## config.mk

```make
export PLATFORM = sky130hd
export DESIGN_NAME = ram_bist_ctrl
export DESIGN_NICKNAME = d
export VERILOG_FILES = /design/src/rtl/ram_pkg.sv /design/src/rtl/ram_bist_pattern.sv /design/src/rtl/ram_bist_ctrl.sv
export SDC_FILE = /design/constraint.sdc
export NUM_CORES = 1
export LEC_CHECK = 0
export ABC_AREA = 0
export ABC_CLOCK_PERIOD_IN_PS = 3800
export CAP_MARGIN = 10
export CORE_UTILIZATION = 48
export DETAILED_ROUTE_END_ITERATION = 7
export HOLD_SLACK_MARGIN = 0.03
export PLACE_DENSITY = 0.74
export SLEW_MARGIN = 10
export SYNTH_ARGS = -nofsm -noshare
export SYNTH_HDL_FRONTEND = slang
export SYNTH_HIERARCHICAL = 1
export SYNTH_SLANG_ARGS = --single-unit
```

## constraint.sdc

```tcl
create_clock -name clk -period 3.8 [get_ports clk]
set_input_delay 0.76 -clock clk [delete_from_list [all_inputs] [get_ports clk]]
set_output_delay 0.76 -clock clk [all_outputs]
set_load 0.01 [all_outputs]
```

## src/rtl/ram_pkg.sv

```systemverilog
// ---------------------------------------------------------------------------
// ram_pkg
// Shared definitions for the ram built-in self-test slice:
//   - default geometry of the 8-bit single-port ram under test
//   - FSM state encoding of the BIST controller
//   - the data pattern written to / expected from each location
// No ports (package).
// ---------------------------------------------------------------------------
package ram_pkg;

  localparam int WORD_DEF   = 8;    // ram data width
  localparam int ADDR_DEF   = 8;    // ram address width
  localparam int MEMS_DEF   = 256;  // number of locations exercised
  localparam int OFFSET_DEF = 10;   // pattern offset added to the address

  typedef enum logic [2:0] {
    ST_IDLE       = 3'd0,
    ST_WR_ASSERT  = 3'd1,
    ST_WR_RELEASE = 3'd2,
    ST_RD_ADDR    = 3'd3,
    ST_RD_CHECK   = 3'd4,
    ST_DONE       = 3'd5
  } state_t;

  // Pattern for one location: (address + offset), optionally inverted.
  // Computed at 32 bits; callers keep the low WORD bits, which gives the
  // wrap-around modulo 2**WORD for free.
  function automatic logic [31:0] pattern_calc(input logic [31:0] addr,
                                               input logic [31:0] offset,
                                               input logic        inv);
    logic [31:0] sum;
    sum = addr + offset;
    return inv ? ~sum : sum;
  endfunction

endpackage

```

## src/rtl/ram_bist_pattern.sv

```systemverilog
// ---------------------------------------------------------------------------
// ram_bist_pattern
// Combinational expected-data generator. The same instance supplies the
// write data during the fill phase and the reference value during the
// read-back compare, so both sides can never disagree on the pattern.
// Ports:
//   addr  in   ADDR  location whose pattern is wanted
//   inv   in   1     0 = addr+OFFSET, 1 = bitwise NOT of addr+OFFSET
//   data  out  WORD  pattern value, wrapped to WORD bits
// ---------------------------------------------------------------------------
module ram_bist_pattern
  import ram_pkg::*;
#(
  parameter int WORD   = WORD_DEF,
  parameter int ADDR   = ADDR_DEF,
  parameter int OFFSET = OFFSET_DEF
) (
  input  logic [ADDR-1:0] addr,
  input  logic            inv,
  output logic [WORD-1:0] data
);

  assign data = WORD'(pattern_calc(32'(addr), 32'(OFFSET), inv));

endmodule

```

## src/rtl/ram_bist_ctrl.sv

```systemverilog
// ---------------------------------------------------------------------------
// ram_bist_ctrl
// Built-in self-test master for the single-port ram. On start it writes a
// pattern into every location 0..MEMS-1 (two cycles per location: strobe
// high, then strobe released with address held), then reads every location
// back (address settle cycle, then compare) and reports the result.
// All ram-side outputs are registered; the external mux only needs busy.
// Ports:
//   clk        in   1       clock, rising edge
//   rst        in   1       synchronous active-high reset
//   start      in   1       begin a run (sampled in IDLE or DONE only)
//   inv        in   1       pattern select, captured together with start
//   ad         out  ADDR    ram address
//   di         out  WORD    ram write data
//   w          out  1       ram write strobe
//   cs         out  1       ram chip select
//   do_in      in   WORD    ram read data (combinational from ad)
//   busy       out  1       run in progress
//   done       out  1       run finished, held until next start or rst
//   pass       out  1       valid with done: no mismatching location
//   err_count  out  ADDR+1  number of mismatching locations this run
//   fail_addr  out  ADDR    first mismatching address, 0 if none
// ---------------------------------------------------------------------------
module ram_bist_ctrl
  import ram_pkg::*;
#(
  parameter int WORD   = WORD_DEF,
  parameter int ADDR   = ADDR_DEF,
  parameter int MEMS   = MEMS_DEF,
  parameter int OFFSET = OFFSET_DEF
) (
  input  logic            clk,
  input  logic            rst,
  input  logic            start,
  input  logic            inv,
  output logic [ADDR-1:0] ad,
  output logic [WORD-1:0] di,
  output logic            w,
  output logic            cs,
  input  logic [WORD-1:0] do_in,
  output logic            busy,
  output logic            done,
  output logic            pass,
  output logic [ADDR:0]   err_count,
  output logic [ADDR-1:0] fail_addr
);

  localparam logic [ADDR-1:0] LAST = ADDR'(MEMS - 1);

  state_t          state, state_n;
  logic [ADDR-1:0] addr, addr_n;
  logic [ADDR-1:0] ad_n;
  logic [WORD-1:0] di_n;
  logic            w_n, cs_n;
  logic            busy_n, done_n, pass_n;
  logic [ADDR:0]   err_n;
  logic [ADDR-1:0] fail_n;
  logic            inv_q, inv_n;

  logic [ADDR-1:0] pat_addr;
  logic            pat_inv;
  logic [WORD-1:0] pat_data;

  // Shared pattern generator: the FSM steers its address to whichever
  // location is being written next or compared now.
  ram_bist_pattern #(
    .WORD   (WORD),
    .ADDR   (ADDR),
    .OFFSET (OFFSET)
  ) u_pattern (
    .addr (pat_addr),
    .inv  (pat_inv),
    .data (pat_data)
  );

  always_ff @(posedge clk) begin
    if (rst) begin
      state     <= ST_IDLE;
      addr      <= '0;
      ad        <= '0;
      di        <= '0;
      w         <= 1'b0;
      cs        <= 1'b0;
      busy      <= 1'b0;
      done      <= 1'b0;
      pass      <= 1'b0;
      err_count <= '0;
      fail_addr <= '0;
      inv_q     <= 1'b0;
    end else begin
      state     <= state_n;
      addr      <= addr_n;
      ad        <= ad_n;
      di        <= di_n;
      w         <= w_n;
      cs        <= cs_n;
      busy      <= busy_n;
      done      <= done_n;
      pass      <= pass_n;
      err_count <= err_n;
      fail_addr <= fail_n;
      inv_q     <= inv_n;
    end
  end

  always_comb begin
    state_n  = state;
    addr_n   = addr;
    ad_n     = ad;
    di_n     = di;
    w_n      = w;
    cs_n     = cs;
    busy_n   = busy;
    done_n   = done;
    pass_n   = pass;
    err_n    = err_count;
    fail_n   = fail_addr;
    inv_n    = inv_q;
    pat_addr = addr;
    pat_inv  = inv_q;

    unique case (state)
      ST_IDLE, ST_DONE: begin
        // The latch is not loaded yet on the start edge, so the first
        // write uses the live inv input.
        pat_addr = '0;
        pat_inv  = inv;
        if (start) begin
          state_n = ST_WR_ASSERT;
          addr_n  = '0;
          inv_n   = inv;
          err_n   = '0;
          fail_n  = '0;
          busy_n  = 1'b1;
          done_n  = 1'b0;
          pass_n  = 1'b0;
          ad_n    = '0;
          di_n    = pat_data;
          w_n     = 1'b1;
          cs_n    = 1'b1;
        end
      end

      ST_WR_ASSERT: begin
        // Drop the strobe while address and data stay put.
        state_n = ST_WR_RELEASE;
        w_n     = 1'b0;
        cs_n    = 1'b0;
      end

      ST_WR_RELEASE: begin
        if (addr == LAST) begin
          state_n = ST_RD_ADDR;
          addr_n  = '0;
          ad_n    = '0;
          w_n     = 1'b0;
          cs_n    = 1'b1;
        end else begin
          pat_addr = addr + ADDR'(1);
          state_n  = ST_WR_ASSERT;
          addr_n   = addr + ADDR'(1);
          ad_n     = addr + ADDR'(1);
          di_n     = pat_data;
          w_n      = 1'b1;
          cs_n     = 1'b1;
        end
      end

      ST_RD_ADDR: begin
        // One settle cycle so do_in reflects the new address.
        state_n = ST_RD_CHECK;
        cs_n    = 1'b1;
        w_n     = 1'b0;
      end

      ST_RD_CHECK: begin
        pat_addr = addr;
        if (do_in != pat_data) begin
          err_n = err_count + (ADDR+1)'(1);
          if (err_count == '0) begin
            fail_n = addr;
          end
        end
        if (addr == LAST) begin
          state_n = ST_DONE;
          cs_n    = 1'b0;
          busy_n  = 1'b0;
          done_n  = 1'b1;
          pass_n  = (err_n == '0);
        end else begin
          state_n = ST_RD_ADDR;
          addr_n  = addr + ADDR'(1);
          ad_n    = addr + ADDR'(1);
        end
      end

      default: begin
        state_n = ST_IDLE;
      end
    endcase
  end

endmodule

```

==> results.json <==
{
  "layout-drive-gt1-share_pct": 14.2,
  "ir_drop_uv": 175,
  "rows": 28,
  "gp_congestion": 0.917,
  "setup_viol": 0,
  "cts_tree": "built",
  "crit_chain": "ha_1, and3_4, and4_4, o21ai_0, a211oi_2, ha_1, o2111ai_1, xnor2_2, xor2_1, nor4_4, nand2_1, buf_4, or4b_1, o311a_1, o21ai_1",
  "power_switching_uw": 326,
  "syn_area_sq_mm": 0.00300,
  "fin_util_pct": 63.4,
  "fin_nets": 445,
  "async_reset_ff_share_pct": 0,
  "die_w_um": 81.1,
  "r2r-end": "pass",
  "vias": 2879,
  "clock-sinks": 50,
  "yosysWarnings": 6,
  "switching_share_pct": 28.1,
  "clkSlewWorstSetupHoldPaths_ns": 0.10,
  "first_global_vias": 2532,
  "drtPass1Iterations": 4,
  "finalInstanceArea_sq_mm": 0.00380,
  "area_growth_pct": 26.5,
  "cp_slowest_cell": "or4b_1",
  "clk_latency_ns": 0.31,
  "slowest_delay_ns": 0.44,
  "die_y_um": 81.1,
  "maxSlewViolCount": 0,
  "cellLeakagePower_nw": 1.44,
  "max_freq_ghz": 0.278,
  "cts_buffers": 5,
  "power_frac_seq_pct": 47.3,
  "min_period_over_period_pct": 94.6,
  "cts_buffer_depth": 2,
  "met2_usage_pct": 38.4,
  "ys_top_cells_by_area": "dfxtp_1, a21oi_1, xor2_1",
  "path_buf_inv": 1,
  "rsz0062_at_grt": "no",
  "synthesis.area_per_instance_sq_um": 8.03,
  "cp-end-kind": "flop",
  "start_kind": "flop",
  "synth_enable_flop_cells": 0,
  "setup_ws_ns": 0.206,
  "place_area_sq_mm": 0.00364,
  "intPower_uw": 834,
  "power_frac_clock_pct": 34.2,
  "ios": 50,
  "placed_cells": 495,
  "skew_ns": 0.0124,
  "cp.required_ns": 4.05,
  "hold_ws_ns": 0.465,
  "grt_use_total_pct": 24.8,
  "dp.final_hpwl_um": 5560,
  "cts_max_level": 2,
  "r2r_cells": 15,
  "max_slew_margin_pct": 64.3,
  "gr-total-overflow": 0,
  "synth_top_cell_by_area": "dfxtp_1",
  "core_area_sq_mm": 0.00599,
  "path_max_fanout": 11,
  "ys_types": 57,
  "synth_flop_cell": "dfxtp_1",
  "drt_iter0_drc": 231,
  "holdPathEnd": "ad[0]",
  "grt_busiest_layer": "met2",
  "tightest_slew_ns": 0.536,
  "io_buffer_count": 49,
  "synth_cells": 374,
  "final_cells": 504,
  "antenna_left": 0,
  "synth-seq-cells": 50,
  "avgViaCountPerCell": 5.71,
  "hold_class": "flop to flop",
  "p_comb_share_pct": 18.5,
  "wl_per_cell_um": 15.4,
  "setup_tns_ns": 0,
  "ys_seq_area_share_pct": 33.3,
  "total_power_mw": 1.16,
  "synth_top_area_share_pct": 33.3,
  "drt-total-wl_um": 7750,
  "die-area_sq_mm": 0.00658,
  "grt_use_met1_pct": 35.7,
  "finalCriticalPeriod_ns": 3.59,
  "antenna_found_initial": 0,
  "r2r_setup_slack_ns": 0.21,
  "syn_nets": 391,
  "antenna_cells": 0,
  "min_from": "ad[0]",
  "criticalPathCategory": "flop to flop",
  "cp.arrival_ns": 3.84,
  "cts-root-buf": "clkbuf_8",
  "timing.rr.start": "addr[0]",
  "path_delay_family": "simple AND/OR/NAND/NOR gates",
  "cap_violations": 0,
  "grt_max_degree": 52,
  "hold-path-cell-count": 2,
  "final-hold-violation-count": 0,
  "dp_slack_ns": 0.0304,
  "cp_common_cell": "ha_1",
  "initial_utilization_pct": 50.1,
  "n_fill_cell": 514,
  "p_per_area_mw_per_mm2": 305,
  "grtUsageMet3_pct": 4.04,
  "drc": 0,
  "grt_pass1_wl_um": 12500,
  "status": "finished, final reports clean"
}
## worst reg2reg max path: cells and delay by family (launching register included)
family | cells | cell delay (ns)
and+or+nand+nor | 5 | 1.09
AOI/OAI and AO/OA | 5 | 0.88
xor gates and xnor gates | 2 | 0.55
adders and majority gates | 2 | 0.46
DFF | 1 | 0.39
buffers and inverters | 1 | 0.17
## state kept, by name, indices dropped and copies added (netlist names)
| register | count |
|---|---|
| err_count | 9 |
| ad | 8 |
| addr | 8 |
| di | 8 |
| fail_addr | 8 |
| state | 3 |
| busy | 1 |
| cs | 1 |
| done | 1 |
| inv_q | 1 |
| pass | 1 |
| w | 1 |
## what timing repair did
item,in CTS,in global routing
setup buffers,0,1
resized for setup,2,7
setup endpoints to repair,9,18
hold buffers,0,0
pin swaps,0,3
## layout by cell type (no fill, tap or decap), types with 8 or more instances in the layout
cell type	instances
a22oi_1	8
nand2b_1	11
dfxtp_1	48
nor2_1	31
mux2i_1	11
nand2_1	34
xnor2_1	9
clkdlybuf4s50_1	49
xor2_1	18
o21ai_0	16
nor3_1	9
nand3_1	13
buf_4	25
a21oi_1	43
inv_1	10
## cells in the mapped netlist (3+ instances only)
cell type and number:
nand2b_1 11, xor2_2 3, inv_1 10, nand2_1 34
a211oi_1 8, ha_1 5, nor2_1 32, buf_2 6
a31oi_1 3, a21oi_1 44, a22oi_1 8, o21ai_0 17
o21ai_1 3, nand4_1 5, xnor2_1 10, xor2_1 18
and2_1 7, mux2i_1 11, a311oi_1 3, clkbuf_1 18
nand3_1 13, dfxtp_1 50, nor3_1 10
## per-layer routing
metal | vias up | routed length [um]
li1 | 1424 | -
met4 | 0 | 86
met3 | 11 | 395
met5 | - | 0
met1 | 1357 | 3820
met2 | 87 | 3450
## kinds of logic (layout without fill, tap and decap cells)
| family | count (synthesis) | in the layout | synth area share [%] |
|---|---|---|---|
| AOI/OAI and AO/OA | 104 | 104 | 21.7 |
| xor gates and xnor gates | 31 | 31 | 9.79 |
| muxes | 12 | 12 | 4.04 |
| adders and majority gates | 5 | 5 | 2.08 |
| and+or+nand+nor | 134 | 134 | 23.5 |
| buffers and inverters | 38 | 93 | 5.58 |
| DFF | 50 | 50 | 33.3 |
## power groups by stage
stage | clock network (mW) | registers (mW) | logic, mW
3_5_place_dp | 0 | 0.561 | 0.210
6_report | 0.397 | 0.549 | 0.214
5_1_grt | 0.422 | 0.551 | 0.232
4_1_cts | 0.403 | 0.549 | 0.212
3_3_place_gp | 0 | 0.561 | 0.209
2_1_floorplan | 0 | 0.565 | 0.133
## worst max-delay path by stage
| stage | startpoint | endpoint | slack [ns] | cells after the start |
|---|---|---|---|---|
| 6_report | addr[0] | pass | 0.21 | 15 |
| 5_1_grt | addr[0] | pass | 0.01 | 15 |
| 4_1_cts | addr[0] | err_count[2] | 0.003 | 14 |
| 3_5_place_dp | addr[0] | pass | 0.03 | 15 |
| 3_3_place_gp | addr[0] | pass | 0.09 | 15 |
| 2_1_floorplan | addr[0] | pass | 0.19 | 17 |
## final cells by class
| cell class | instances | area, sq um | area share, % |
|---|---|---|---|
| Clock buffer | 5 | 68.8 | 1.81 |
| Clock inverter | 3 | 47.5 | 1.25 |
| Inverter | 11 | 43.8 | 1.15 |
| Multi-Input combinational cell | 286 | 1860 | 49.0 |
| Sequential cell | 50 | 1000 | 26.4 |
| Tap cell | 75 | 93.8 | 2.47 |
| Timing Repair Buffer | 74 | 678 | 17.9 |
Power figures use the tool's default switching activity.
